$ cat src/rtl/cr_kme_key_tlv_pair_arb_if.sv
// cr_kme_key_tlv_pair_arb_if: lane-side paired TLV sources and compare/split encrypt/validate input ports
interface cr_kme_key_tlv_pair_arb_if #(
    parameter int N_LANES = 4,
    parameter int TLV_W   = 64
);
    logic [N_LANES-1:0]       lane_enc_valid, lane_enc_eot, lane_enc_ack;
    logic [N_LANES*TLV_W-1:0] lane_enc_tlv;
    logic [N_LANES-1:0]       lane_val_valid, lane_val_eot, lane_val_ack;
    logic [N_LANES*TLV_W-1:0] lane_val_tlv;
    logic                     enc_ob_wr, enc_ob_full, val_ob_wr, val_ob_full;
    logic [TLV_W-1:0]         enc_ob_tlv, val_ob_tlv;

    modport slave (
        input  lane_enc_valid, lane_enc_eot, lane_enc_tlv,
        input  lane_val_valid, lane_val_eot, lane_val_tlv,
        output lane_enc_ack, lane_val_ack,
        output enc_ob_wr, enc_ob_tlv, val_ob_wr, val_ob_tlv,
        input  enc_ob_full, val_ob_full
    );

    modport master (
        output lane_enc_valid, lane_enc_eot, lane_enc_tlv,
        output lane_val_valid, lane_val_eot, lane_val_tlv,
        input  lane_enc_ack, lane_val_ack,
        input  enc_ob_wr, enc_ob_tlv, val_ob_wr, val_ob_tlv,
        output enc_ob_full, val_ob_full
    );
endinterface

$ cat src/rtl/cr_kme_key_tlv_pair_arb.sv
// cr_kme_key_tlv_pair_arb: packet-atomic round-robin arbiter for the paired encrypt/validate key TLV streams.
// Optional stall watchdog enabled by defining KME_KEY_ARB_WDOG_EN.
module cr_kme_key_tlv_pair_arb #(
    parameter int N_LANES = 4,
    parameter int TLV_W   = 64,
    parameter int CNT_W   = 8,
    parameter int TIMEOUT = 1024
) (
    input  logic                 clk,
    input  logic                 rst_n,
    cr_kme_key_tlv_pair_arb_if.slave bus,
    output logic [N_LANES-1:0]   grant,
    output logic                 busy,
    output logic                 pair_len_miscmp_int,
    output logic                 arb_timeout_int
);
    localparam int PW = (N_LANES > 1) ? $clog2(N_LANES) : 1;

    typedef enum logic {IDLE, XFER} state_t;

    state_t             state;
    logic [PW-1:0]      rr_ptr, g, sel, idx;
    logic [N_LANES-1:0] req;
    logic               enc_done, val_done, enc_wr, val_wr, enc_fin, val_fin, rel;
    logic [CNT_W-1:0]   enc_cnt, val_cnt, enc_nxt, val_nxt;

    assign req = bus.lane_enc_valid | bus.lane_val_valid;

    // Scan downward so the lowest offset from rr_ptr wins.
    always_comb begin
        sel = rr_ptr;
        idx = '0;
        for (int k = N_LANES - 1; k >= 0; k--) begin
            idx = PW'((int'(rr_ptr) + k) % N_LANES);
            if (req[idx]) sel = idx;
        end
    end

    assign enc_wr  = (state == XFER) & bus.lane_enc_valid[g] & ~bus.enc_ob_full & ~enc_done;
    assign val_wr  = (state == XFER) & bus.lane_val_valid[g] & ~bus.val_ob_full & ~val_done;
    assign enc_fin = enc_done | (enc_wr & bus.lane_enc_eot[g]);
    assign val_fin = val_done | (val_wr & bus.lane_val_eot[g]);
    assign rel     = (state == XFER) & enc_fin & val_fin;
    assign enc_nxt = enc_cnt + CNT_W'(enc_wr & ~&enc_cnt);
    assign val_nxt = val_cnt + CNT_W'(val_wr & ~&val_cnt);

    assign bus.enc_ob_wr    = enc_wr;
    assign bus.val_ob_wr    = val_wr;
    assign bus.enc_ob_tlv   = enc_wr ? bus.lane_enc_tlv[g*TLV_W +: TLV_W] : '0;
    assign bus.val_ob_tlv   = val_wr ? bus.lane_val_tlv[g*TLV_W +: TLV_W] : '0;
    assign bus.lane_enc_ack = grant & {N_LANES{enc_wr}};
    assign bus.lane_val_ack = grant & {N_LANES{val_wr}};

    // Counts include the releasing beat, so compare the next-state values.
    assign pair_len_miscmp_int = rel & (enc_nxt != val_nxt);

    always_ff @(posedge clk or negedge rst_n) begin
        if (!rst_n) begin
            state    <= IDLE;
            grant    <= '0;
            busy     <= 1'b0;
            rr_ptr   <= '0;
            g        <= '0;
            enc_done <= 1'b0;
            val_done <= 1'b0;
            enc_cnt  <= '0;
            val_cnt  <= '0;
        end else if (state == IDLE) begin
            enc_done <= 1'b0;
            val_done <= 1'b0;
            enc_cnt  <= '0;
            val_cnt  <= '0;
            if (|req) begin
                state <= XFER;
                g     <= sel;
                grant <= N_LANES'(1) << sel;
                busy  <= 1'b1;
            end
        end else if (rel) begin
            state  <= IDLE;
            grant  <= '0;
            busy   <= 1'b0;
            rr_ptr <= (g == PW'(N_LANES - 1)) ? '0 : g + 1'b1;
        end else begin
            enc_done <= enc_fin;
            val_done <= val_fin;
            enc_cnt  <= enc_nxt;
            val_cnt  <= val_nxt;
        end
    end

`ifdef KME_KEY_ARB_WDOG_EN
    localparam int SW = $clog2(TIMEOUT + 1);

    logic [SW-1:0] stall;
    logic          stall_now;

    assign stall_now       = (state == XFER) & ~enc_wr & ~val_wr;
    assign arb_timeout_int = stall_now & (stall == SW'(TIMEOUT - 1));

    // Parks at TIMEOUT after firing so the pulse is not repeated.
    always_ff @(posedge clk or negedge rst_n) begin
        if (!rst_n) stall <= '0;
        else if (state == IDLE || !stall_now) stall <= '0;
        else if (stall != SW'(TIMEOUT)) stall <= stall + 1'b1;
    end
`else
    assign arb_timeout_int = 1'b0;
`endif
endmodule
$ cat src/flat_wrapper.sv
// flat-port wrapper written by rule: the top's interface ports become plain ports
module cr_kme_key_tlv_pair_arb_flat 
#(
    parameter int N_LANES = 4,
    parameter int TLV_W   = 64,
    parameter int CNT_W   = 8,
    parameter int TIMEOUT = 1024
)
  (clk, rst_n, grant, busy, pair_len_miscmp_int, arb_timeout_int, bus_lane_enc_valid, bus_lane_enc_eot, bus_lane_enc_tlv, bus_lane_val_valid, bus_lane_val_eot, bus_lane_val_tlv, bus_lane_enc_ack, bus_lane_val_ack, bus_enc_ob_wr, bus_enc_ob_tlv, bus_val_ob_wr, bus_val_ob_tlv, bus_enc_ob_full, bus_val_ob_full);
  cr_kme_key_tlv_pair_arb_if #(.N_LANES(N_LANES), .TLV_W(TLV_W)) bus_i ();
  input  logic clk;
  input  logic rst_n;
  output logic [N_LANES-1:0] grant;
  output logic busy;
  output logic pair_len_miscmp_int;
  output logic arb_timeout_int;
  input wire logic [$bits(bus_i.lane_enc_valid)-1:0] bus_lane_enc_valid;
  input wire logic [$bits(bus_i.lane_enc_eot)-1:0] bus_lane_enc_eot;
  input wire logic [$bits(bus_i.lane_enc_tlv)-1:0] bus_lane_enc_tlv;
  input wire logic [$bits(bus_i.lane_val_valid)-1:0] bus_lane_val_valid;
  input wire logic [$bits(bus_i.lane_val_eot)-1:0] bus_lane_val_eot;
  input wire logic [$bits(bus_i.lane_val_tlv)-1:0] bus_lane_val_tlv;
  output wire logic [$bits(bus_i.lane_enc_ack)-1:0] bus_lane_enc_ack;
  output wire logic [$bits(bus_i.lane_val_ack)-1:0] bus_lane_val_ack;
  output wire logic [$bits(bus_i.enc_ob_wr)-1:0] bus_enc_ob_wr;
  output wire logic [$bits(bus_i.enc_ob_tlv)-1:0] bus_enc_ob_tlv;
  output wire logic [$bits(bus_i.val_ob_wr)-1:0] bus_val_ob_wr;
  output wire logic [$bits(bus_i.val_ob_tlv)-1:0] bus_val_ob_tlv;
  input wire logic [$bits(bus_i.enc_ob_full)-1:0] bus_enc_ob_full;
  input wire logic [$bits(bus_i.val_ob_full)-1:0] bus_val_ob_full;
  assign bus_i.lane_enc_valid = bus_lane_enc_valid;
  assign bus_i.lane_enc_eot = bus_lane_enc_eot;
  assign bus_i.lane_enc_tlv = bus_lane_enc_tlv;
  assign bus_i.lane_val_valid = bus_lane_val_valid;
  assign bus_i.lane_val_eot = bus_lane_val_eot;
  assign bus_i.lane_val_tlv = bus_lane_val_tlv;
  assign bus_lane_enc_ack = bus_i.lane_enc_ack;
  assign bus_lane_val_ack = bus_i.lane_val_ack;
  assign bus_enc_ob_wr = bus_i.enc_ob_wr;
  assign bus_enc_ob_tlv = bus_i.enc_ob_tlv;
  assign bus_val_ob_wr = bus_i.val_ob_wr;
  assign bus_val_ob_tlv = bus_i.val_ob_tlv;
  assign bus_i.enc_ob_full = bus_enc_ob_full;
  assign bus_i.val_ob_full = bus_val_ob_full;
  cr_kme_key_tlv_pair_arb #(.N_LANES(N_LANES), .TLV_W(TLV_W), .CNT_W(CNT_W), .TIMEOUT(TIMEOUT)) u_core (.clk(clk), .rst_n(rst_n), .bus(bus_i), .grant(grant), .busy(busy), .pair_len_miscmp_int(pair_len_miscmp_int), .arb_timeout_int(arb_timeout_int));
endmodule
$ cat config.mk
export PLATFORM = sky130hd
export DESIGN_NAME = cr_kme_key_tlv_pair_arb_flat
export DESIGN_NICKNAME = d
export VERILOG_FILES = /design/src/rtl/cr_kme_key_tlv_pair_arb_if.sv /design/src/rtl/cr_kme_key_tlv_pair_arb.sv /design/src/flat_wrapper.sv
export SDC_FILE = /design/constraint.sdc
export NUM_CORES = 1
export LEC_CHECK = 0
export BUFFER_PORTS_ARGS = -buffer_cell sky130_fd_sc_hd__clkbuf_2
export CELL_PAD_IN_SITES_DETAIL_PLACEMENT = 0
export CELL_PAD_IN_SITES_GLOBAL_PLACEMENT = 1
export CORE_AREA = 2 2 260 262
export CTS_CLUSTER_DIAMETER = 30
export CTS_CLUSTER_SIZE = 20
export DETAILED_ROUTE_END_ITERATION = 8
export DIE_AREA = 0 0 262 264
export HOLD_SLACK_MARGIN = 0.15
export MAX_ROUTING_LAYER = met4
export PLACE_DENSITY = 0.39
export SYNTH_ARGS = -nofsm -noshare
export SYNTH_HDL_FRONTEND = slang
export SYNTH_SLANG_ARGS = --single-unit
export TNS_END_PERCENT = 20
$ cat constraint.sdc
create_clock -name clk -period 3.78 [get_ports clk]
set_input_delay 0.756 -clock clk [delete_from_list [all_inputs] [get_ports clk]]
set_output_delay 0.756 -clock clk [all_outputs]
set_load 0.005 [all_outputs]
Yosys cells after proc, flatten, opt, wreduce, memory -nomap -nowiden
Cells that the tools add are included.

operators by class
  shifts and indexed selects = 3
  bitwise logic cells = 23
  add/subtract/negate cells = 6
  multiplexer cells = 40
  equality and inequality tests = 4
  reduce and logical (&&, ||, !) cells = 9
  order comparisons = 5

operator list
  operator                                                                       count
  256-bit by 9-bit variable part select with 64-bit output                       2
  64-bit two-way mux                                                             2
  8-bit two-way mux                                                              4
  1-bit two-way mux                                                              18
  8-bit adder                                                                    2
  1-bit binary-select mux with 2-bit select                                      8
  8-bit AND reduction                                                            2
  2-bit by 3-bit less-than comparator with 1-bit output (second input constant)  5
  1-bit AND                                                                      13
  4-bit two-way mux                                                              3
  2-bit two-way mux                                                              5
  4-bit AND                                                                      2
  8-bit != test                                                                  1
  2-bit AND reduction                                                            3
  1-bit inverter                                                                 5
  2-bit by 1-bit adder with 2-bit output (second input constant)                 2
  2-bit adder (second input constant)                                            2
  2-bit != test (second input constant)                                          2
  4-bit bitwise OR                                                               1
  4-bit OR reduction                                                             1
  1-bit by 2-bit left shift with 4-bit output (first input constant)             1
  2-bit equality test (second input constant)                                    1
  1-bit zero test                                                                2
  1-bit bitwise OR                                                               2
  2-bit nonzero test                                                             1

storage, ports and cells
  register bits = 28
  input port bits = 532
  output and inout port bits = 145
  logic and storage cells = 99

Depth between registers and ports, before layout
Gate-level depths: netlist (run 1).

  word-level depth = 11
  depth in mapped cells = 13
  gate-level depth less buffers = 11

Worst setup path after synthesis (run 1)
No wires, ideal clock.

  path type = in2out
  start point = input bus_lane_val_valid[3]
  end point = output pair_len_miscmp_int
  arrival time = 2,947 ps
  stages = 11
  required time = 3,024 ps
  path buffers = 1
  path slack = 77 ps
  path through = mux4_2 nand3_1 clkbuf_1 nor2_1 ha_1 ha_1 nand2_1 o21ai_0 o211a_1 nor4b_1 a31oi_1

on the way
  cells in the longest elaborated chain, start to end = 9
  elaborated cells between the ends (all ways) = 12
  classes of those cells = add/sub: 1; eq/ne: 1; mux: 2; bitwise: 8

ends and longest elaborated chain
  element                                                 line                                                          text
  start, declared                                         flat_wrapper.sv:20                                            input wire logic [$bits(bus_i.lane_val_valid)-1:0] bus_lane_val_valid;
  1-bit binary-select mux with 2-bit select *             cr_kme_key_tlv_pair_arb.sv:40                                 assign val_wr = (state == XFER) & bus.lane_val_valid[g] & ~bus.val_ob_full & ~val_done;
  1-bit two-way mux (implied by the code) *               cr_kme_key_tlv_pair_arb.sv:40
  1-bit AND * (3 in series)                               cr_kme_key_tlv_pair_arb.sv:40
  1-bit AND (on tied branches)                            cr_kme_key_tlv_pair_arb.sv:45, cr_kme_key_tlv_pair_arb.sv:42
  8-bit adder / 1-bit bitwise OR (equally long branches)  cr_kme_key_tlv_pair_arb.sv:45, cr_kme_key_tlv_pair_arb.sv:42
  8-bit != test / 1-bit AND (equally long branches)       cr_kme_key_tlv_pair_arb.sv:55, cr_kme_key_tlv_pair_arb.sv:43
  1-bit AND *                                             cr_kme_key_tlv_pair_arb.sv:55                                 assign pair_len_miscmp_int = rel & (enc_nxt != val_nxt);
  end, declared                                           flat_wrapper.sv:15                                            output logic pair_len_miscmp_int;

Every way passes the cells marked *; elsewhere a longest branch is shown, timed or not. The select of a mux whose other input is x is not followed.

Worst setup path after layout (run 1)
  start point = register u_core.g[1]
  end point = output pair_len_miscmp_int

on the way
  cells in the longest elaborated chain, start to end = 10
  elaborated cells between the ends (all ways) = 26
  classes of those cells = add/sub: 2; eq/ne: 1; mux: 8; bitwise: 15

ends and longest elaborated chain
  element                                                              line                           text
  start, declared                                                      cr_kme_key_tlv_pair_arb.sv:22  logic [PW-1:0] rr_ptr, g, sel, idx;
  start signal, assigned                                               cr_kme_key_tlv_pair_arb.sv:75  g <= sel;
  parallel branches: the longest is 9 deep, another holds 8-bit adder  n/a
  1-bit AND *                                                          cr_kme_key_tlv_pair_arb.sv:55

Mark *: on every way between the ends. The select of a mux whose other input is x is not followed.

==> results_dict.tcl, run 1 <==
set metrics [dict create \
    outcome "finished, final reports clean" \
    cap_violations 0 \
    drt_iter0_drc 349 \
    coreArea_mm2 0.0666 \
    cts_buffers 3 \
    p_leak_nw 4.91 \
    power_density_mw_per_mm2 433 \
    synth_area_per_cell_um2 11.1 \
    grt_pass1_wl_mm 59.2 \
    wl_mm 44.3 \
    final_nets 1706 \
    drv_slew 0 \
    timing.final.crit_share 0.985 \
    wl_per_cell_um 21.7 \
    route.detailed.drc 0 \
    clkTransAtPathRegs_ns 0.07 \
    postLayoutCoreUtil 0.157 \
    final_hold_viol_count 0 \
    cts_tree "done" \
    cp.arrival_ns 2.97 \
    yosysUniqueCellTypes 50 \
    synthesis.instances 518 \
    irDropWorstVdd_mv 0.462 \
    synth_area_mm2 0.00576 \
    synth_flop_cell "dfrtp_1" \
    cp-start-kind "register" \
    vias_per_cell 3.64 \
    cts_root_buffer "clkbuf_16" \
    yosysTopAreaCellShare 0.517 \
    cts_buffer_depth 2 \
    dp_cells 2035 \
    setup_viol 0 \
    ys_async_sr_fraction 1.00 \
    num_io_pins 677 \
    start_util 0.0865 \
    place_hpwl_mm 39.5 \
    timing.final.ws_setup_ns 0.0575 \
    fmax_mhz 269 \
    cp-end-kind "output port" \
    grt_pass1_vias 7931 \
    antenna_found_initial 19 \
    ys_seq_area_frac 0.122 \
    synth_top_cell_by_area "mux4_2" \
    grt-ovfl-total 0 \
    path_max_fanout 3 \
    required_ns 3.02 \
    gp_congestion 0.963 \
    synth_area_leaders "mux4_2 (52%), dfrtp_1 (12%), nor2b_1 (7.1%)" \
    ant_nets 0 \
    htreeDepth 1 \
    rows 95 \
    area_growth_pct 81.3 \
    clk_latency_ns 0.27 \
    grt_max_degree 81 \
    die_h_um 264 \
    synth_seq_cells 28 \
    synth_edf_count 0 \
    power_mw 4.52 \
    drive_above_1_share 0.742 \
    io_buffers 675 \
    hold_buffers 0 \
    synth-warning-count 0 \
    clock-sinks 28 \
    maxSlewHeadroom 0.392 \
    path_class "register to output port" \
    rsz0062_at_grt "true" \
    drt_first_pass_iters 4 \
    worst_slew_pin_slew_ns 0.911 \
    fin_cells 2042 \
    min_period_ns 3.72 \
    hp-class "register to register" \
    vias 7433 \
    track_usage 0.123 \
    post-place-ws_ns -0.0777 \
    synth_nets 1055 \
    clock_skew_ns 0.00510 \
    die_w_um 262 \
    die-area_mm2 0.0692 \
]
-- timing repair --
action,CTS,global route
endpoints found under the setup margin,1,2
pin swaps,5,8
setup buffers,2,0
resized for setup,15,7
-- report_power, final --
part           internal [mW]  total, mW  switching (mW)
Combinational           2.04       3.77            1.73
Clock                  0.145      0.258           0.113
Sequential             0.381      0.495           0.115
Total                   2.56       4.52            1.96
-- flip-flops by register name, indices dropped and copies added, names as in the netlist --
signal / count
u_core.enc_cnt: 8
u_core.val_cnt: 8
u_core.grant: 4
u_core.g: 2
u_core.rr_ptr: 2
u_core.busy: 1
u_core.enc_done: 1
u_core.state: 1
u_core.val_done: 1
-- kinds of logic (layout without fill, tap and decap cells) --
| group | count (synthesis) | count (layout) | share of synthesized area |
|---|---|---|---|
| simple gates | 220 | 220 | 0.215 |
| mux | 135 | 135 | 0.522 |
| buf+inv | 69 | 719 | 0.0511 |
| compound gates | 46 | 46 | 0.0567 |
| flops | 28 | 28 | 0.122 |
| xor+xnor | 14 | 14 | 0.0213 |
| fa+ha+maj | 5 | 5 | 0.0109 |
| other cells | 1 | 2 | 0.000652 |
-- final timing paths --
path | endpoint | slack (ns) | cells after the start | start
setup / recovery | pair_len_miscmp_int | 0.06 | 12 | u_core.g[1]
hold / removal | u_core.busy | 0.51 | 2 | u_core.busy
setup reg to reg | u_core.val_cnt[3] | 0.97 | 7 | u_core.g[0]
hold reg to reg | u_core.busy | 0.51 | 2 | u_core.busy
max in group asynchronous | u_core.g[0] | 2.63 | 1 | rst_n
min in group asynchronous | u_core.enc_cnt[0] | 0.56 | 1 | rst_n
-- metal layers --
layer | global-route usage | vias to the layer above | wire [um]
met3 | 0.0176 | 43 | 3080
met5 | - | - | 0
met4 | 0.0104 | 0 | 528
met1 | 0.138 | 3627 | 16500
li1 | - | 3321 | -
met2 | 0.238 | 442 | 24200
-- cell type report --
type,instances,area [um^2]
Fill cell,7612,56100
Multi-Input combinational cell,421,4890
Timing Repair Buffer,704,3620
Tap cell,873,1090
Sequential cell,28,708
Clock buffer,4,78.8
Inverter,11,41.3
Antenna cell,1,2.50
-- Yosys cell counts, types with 4 or more instances --
master,number
mux4_2,132
nor2b_1,65
and2_1,64
clkbuf_1,45
nand2_1,36
dfrtp_1,28
nor2_1,16
nand3_1,14
xnor2_1,12
inv_1,11
buf_2,7
o21ai_0,7
o21ai_1,6
ha_1,5
nor3_1,4
o211ai_1,4
o22ai_1,4
or3_1,4
-- critical path, stage by stage (launching register included) --
cell	delay [ns]
dfrtp_4	0.49
mux4_2	0.39
nand2_1	0.08
or3_4	0.35
nor2_4	0.10
ha_4	0.15
ha_4	0.13
nand2_1	0.07
o21a_1	0.23
o211a_1	0.22
nor4b_2	0.23
a31oi_1	0.12
clkbuf_2	0.12
-- placed cells by master (no fill, tap or decap), types with 4 or more instances in the layout --
cell type,count
clkbuf_2,675
mux4_2,132
nor2b_1,65
and2_1,64
nand2_1,36
buf_4,26
dfrtp_1,26
nor2_1,15
nand3_1,11
inv_1,10
xnor2_1,9
o21ai_1,7
o21ai_0,6
o211ai_1,4
o22ai_1,4
-- stage by stage --
step / cell area (um^2) / TNS, ns / hold WS, ns
after floorplan: 5760 / 0 / 0.460
after global routing: 10400 / -0.0825 / 0.544
final: 10400 / 0 / 0.508
after CTS: 10400 / 0 / 0.514
after detailed placement: 10200 / -0.0777 / 0.486
after global placement: 10200 / -0.161 / 0.478
Note: power is estimated with default switching activity, not from simulation.
==> run 2, diff against run 1 <==
clock period = 3.3 ns   (was 3.78 ns; I/O delays follow)
==> run 2 against run 1 <==
Against the previous run: the flow now finishes with violations (negative setup slack); design area up 1.6%; sequential share of layout area down 0.11 points; sequential cell count unchanged; non-clock buffer count up 12; first-iteration DRC count down 10%; final cell count up 0.73%; largest power group unchanged; highest routed layer unchanged.
==> results_dict.tcl, run 2 (synthesis results as in run 1) <==
set metrics [dict create \
    num_io_pins 677 \
    dp_cells 2047 \
    path_max_fanout 4 \
    power_density_mw_per_mm2 508 \
    vias 7530 \
    clock_skew_ns 0.00399 \
    reg_top3 "u_core.enc_cnt (8), u_core.val_cnt (8), u_core.grant (4)" \
    clk_latency_ns 0.27 \
    wl_per_cell_um 23.0 \
    met1_usage 0.147 \
    track_usage 0.133 \
    antenna_found_initial 23 \
    failed_checks "negative setup slack" \
    rr_worst_depth 11 \
    met3_usage 0.0193 \
    setup_tns_ns -0.309 \
    cp.arrival_ns 2.95 \
    cp-end-kind "output port" \
    wl_mm 47.3 \
    grt_pass1_wl_mm 63.7 \
    cts_root_buffer "clkbuf_16" \
    setup_viol 1 \
    area_growth_pct 84.2 \
    rows 95 \
    start_util 0.0865 \
    die-area_mm2 0.0692 \
    gp_congestion 0.932 \
    place_area_mm2 0.0104 \
    drt_first_pass_iters 4 \
    drt_iter0_drc 314 \
    grt-ovfl-total 0 \
    clock-sinks 28 \
    required_ns 2.64 \
    coreArea_mm2 0.0666 \
    hp-class "input port to async pin" \
    final_cell_mix "clkbuf_2 (674), mux4_2 (132), nor2b_1 (65), and2_1 (64), buf_4 (35)" \
    clkTransAtPathRegs_ns 0.08 \
    cts_buffer_depth 2 \
    irDropWorstVdd_mv 0.365 \
    maxSlewHeadroom 0.251 \
    route.detailed.drc 0 \
    drv_slew 0 \
    fin_cells 2057 \
    grt_use_met2 0.259 \
    final_nets 1718 \
    final_area_mm2 0.0106 \
    timing.final.ws_setup_ns -0.309 \
    multi_input_area_mm2 0.00489 \
    min_period_ns 3.61 \
    busiest_layer "met2" \
    io_buffers 675 \
    grt_max_degree 133 \
    grt_pass1_vias 8321 \
    drive_above_1_share 0.745 \
    cap_violations 0 \
    rsz0062_at_grt "true" \
    place_hpwl_mm 42.1 \
    cts_buffers 3 \
    fillers 7680 \
    vias_per_cell 3.66 \
    cp-start-kind "register" \
    path_class "register to output port" \
    timing.final.crit_share 1.09 \
    ant_nets 0 \
    die_w_um 262 \
    htreeDepth 1 \
    outcome "complete, but fails checks" \
    cts_tree "done" \
    die_h_um 264 \
    final_hold_viol_count 0 \
    final_common_cell "clkbuf_2" \
    p_leak_nw 5.01 \
    fmax_mhz 277 \
    worst_slew_pin_slew_ns 1.12 \
    register_area_um2 708 \
]
-- run 2: worst paths after layout --
path                                  start  slack [ns]                   to
worst max-delay path            u_core.g[1]       -0.31  pair_len_miscmp_int
worst min-delay path                  rst_n        0.45    u_core.enc_cnt[3]
worst max register to register  u_core.g[1]        0.44    u_core.enc_cnt[7]
worst min register to register  u_core.busy        0.51          u_core.busy
max in group asynchronous             rst_n        2.24          u_core.g[1]
min in group clk                u_core.busy        0.51          u_core.busy
-- run 2: what timing repair did --
action,CTS,global route
hold buffers,0,0
resized for setup,10,13
pin swaps,4,4
setup buffers,1,1
endpoints found under the setup margin,31,15
-- run 2: routing by layer --
layer | part of all wire | wire (um)
met2 | 0.55 | 26000
met4 | 0.010 | 486
met1 | 0.37 | 17600
met3 | 0.069 | 3270
met5 | 0 | 0
-- run 2: area by class of cell --
class | count | share of cell area
flip-flops and latches | 28 | 0.0668
multi-input cells | 421 | 0.461
well taps | 873 | 0.103
diodes | 4 | 0.000944
clock buffers | 3 | 0.00708
clock inverters | 1 | 0.00283
inverters | 11 | 0.00389
repair buffers | 716 | 0.354
-- run 2: critical path, stage by stage (launching register included) --
cell	delay (ns)
dfrtp_4	0.48
mux4_2	0.39
nand2_2	0.06
or3_4	0.35
nor2_4	0.10
ha_4	0.15
ha_4	0.16
nand2_4	0.06
o21a_1	0.19
o211a_1	0.22
nor4b_2	0.26
a31oi_1	0.11
buf_2	0.15
-- run 2: where the power goes --
part / leakage (nW) / switching (mW) / total [mW] / internal [mW]
Sequential: 0.367 / 0.118 / 0.554 / 0.436
Clock: 0.0511 / 0.133 / 0.376 / 0.242
Combinational: 4.59 / 2.05 / 4.46 / 2.41
Total: 5.01 / 2.31 / 5.39 / 3.08
-- run 2: through the flow --
step                setup slack, ns  hold WS, ns  utilization  power, mW
CTS                          -0.377        0.502        0.158       5.51
global placement             -0.369        0.510        0.156       5.09
floorplan                   0.00351        0.364            -       3.39
detailed placement           -0.348        0.502        0.156       5.07
finish                       -0.309        0.450        0.159       5.39
global route                 -0.469        0.537        0.159       5.83
==> run 3, diff against run 2 <==
CORE_AREA = 2 2 267 269   (was 2 2 260 262)
CTS_CLUSTER_SIZE = 24   (was 20)
DIE_AREA = 0 0 269 271   (was 0 0 262 264)
PLACE_DENSITY = 0.36   (was 0.39)
RECOVER_POWER = 100   (was default)
clock period = 4.4 ns   (was 3.3 ns; I/O delays follow)
==> run 3 against run 2 <==
Against the previous run: the flow finishes with violations (max-capacitance violations, max-slew violations); sequential cell count is the same; sequential power decreased by 24%; combinational power decreased by 28%; via count fell by 2.2%; largest power group unchanged.
==> results_dict.tcl, run 3 (synthesis results as in run 1) <==
set metrics [dict create \
    min_path_cells 2 \
    clkTransAtPathRegs_ns 0.08 \
    worst_slew_pin_slew_ns 1.69 \
    cts_buffer_depth 2 \
    timing.final.crit_share 0.948 \
    rr_worst_depth 7 \
    hold_buffers 0 \
    cts_root_buffer "clkbuf_16" \
    cp-end-kind "output port" \
    outcome "complete, but fails checks" \
    gp_congestion 0.941 \
    hp-class "register to register" \
    cp_cell_sequence "clkbuf_2 > mux4_2 > nand2_1 > or3_1 > nor2_1 > ha_1 > ha_1 > nand2_1 > o21a_1 > o211a_1 > nor4b_1 > a31oi_1 > clkbuf_2" \
    cts_tree "done" \
    ant_nets 0 \
    clk_latency_ns 0.27 \
    r2r_end "u_core.val_cnt[7]" \
    grt_pass1_wl_mm 63.4 \
    failed_checks "max-capacitance violations, max-slew violations" \
    hold_start "u_core.busy" \
    wl_mm 48.4 \
    clock_skew_ns 0.00764 \
    start_util 0.0825 \
    place_hpwl_mm 43.3 \
    fmax_mhz 240 \
    setup_viol 0 \
    path_max_fanout 4 \
    num_io_pins 677 \
    final_common_cell "clkbuf_2" \
    route.detailed.drc 0 \
    post_cts_buffers 0 \
    die_w_um 269 \
    r2r_start "u_core.g[0]" \
    maxSlewHeadroom -0.127 \
    grt_max_degree 66 \
    final_nets 1695 \
    grt_pass1_vias 8033 \
    final_cell_mix "clkbuf_2 (598), mux4_2 (132), clkbuf_1 (81), nor2b_1 (65), and2_0 (39)" \
    cap_violations 1 \
    required_ns 3.52 \
    path_class "input port to output port" \
    vias 7366 \
    cp-start-kind "input port" \
    vias_per_cell 3.50 \
    area_growth_pct 77.3 \
    htreeDepth 1 \
    drt_iter0_drc 434 \
    hold_path_end "u_core.busy" \
    min_period_ns 4.17 \
    rsz0062_at_grt "false" \
    cts_buffers 3 \
    post_cts_resized 0 \
    die-area_mm2 0.0729 \
    reg_top3 "u_core.enc_cnt (8), u_core.val_cnt (8), u_core.grant (4)" \
    drt_first_pass_iters 4 \
    drive_above_1_share 0.652 \
    irDropWorstVdd_mv 0.362 \
    max_stage_delay_ns 0.34 \
    antenna_found_initial 20 \
    drv_slew 29 \
    grt-ovfl-total 0 \
    cp.arrival_ns 3.29 \
    timing.final.ws_setup_ns 0.230 \
    wl_per_cell_um 23.0 \
    rrSetupSlack_ns 1.17 \
    final_hold_viol_count 0 \
    post-place-ws_ns 0.221 \
    p_leak_nw 4.51 \
    clock-sinks 28 \
    power_density_mw_per_mm2 378 \
    setup_tns_ns 0 \
    coreArea_mm2 0.0698 \
    track_usage 0.129 \
    rows 97 \
    io_buffers 675 \
    die_h_um 271 \
    crit_path_top_delay_cell "or3_1" \
]
run 3: how the worst max path moves through the flow:
stage                                     start             endpoint  slack [ns]
after floorplan           bus_lane_val_valid[3]  pair_len_miscmp_int        0.45
after global placement    bus_lane_enc_valid[2]  pair_len_miscmp_int        0.21
after detailed placement  bus_lane_enc_valid[2]  pair_len_miscmp_int        0.22
after CTS                 bus_lane_enc_valid[2]  pair_len_miscmp_int        0.20
after global routing      bus_lane_enc_valid[2]  pair_len_miscmp_int        0.04
final                     bus_lane_enc_valid[2]  pair_len_miscmp_int        0.23
run 3: metal layers:
metal  share of wire  vias up  GRT usage
met2            0.54      477      0.245
met1            0.36     3535      0.139
met5               0        -          -
li1                -     3314          -
met4           0.021        0     0.0243
met3           0.077       40     0.0213
run 3: area by class of cell:
class	instances	area, um^2
antenna	9	22.5
clock buffer	4	88.8
fill	8084	59600
inverter	11	41.3
multi-input combinational	421	4750
sequential	28	708
tap	940	1180
timing repair buffer	693	3410
run 3: per-stage QoR:
stage               instances  cell area, um^2  total power [mW]  hold WS (ns)   util
global placement         2093            10200              3.83         0.478  0.147
finish                   2106            10200              3.85         0.511  0.146
global route             2101            10200              4.20         0.550  0.146
CTS                      2097            10300              4.05         0.514  0.148
detailed placement       2093            10200              3.79         0.489  0.147
floorplan                 518             5760              2.53         0.471      -
run 3: power by group:
group / leakage [nW] / switching (mW) / internal (mW)
clock: 0.0442 / 0.100 / 0.140
sequential: 0.367 / 0.0914 / 0.327
combinational: 4.10 / 1.54 / 1.65
total: 4.51 / 1.73 / 2.12
run 3: worst max-delay path: cells and delay by family:
| family | cells | cell delay (ns) |
|---|---|---|
| AO/OA/AOI/OAI | 3 | 0.60 |
| adder cells (fa/ha/maj) | 2 | 0.36 |
| buffers and inverters | 2 | 0.25 |
| multiplexers | 1 | 0.28 |
| AND/OR/NAND/NOR | 5 | 0.91 |
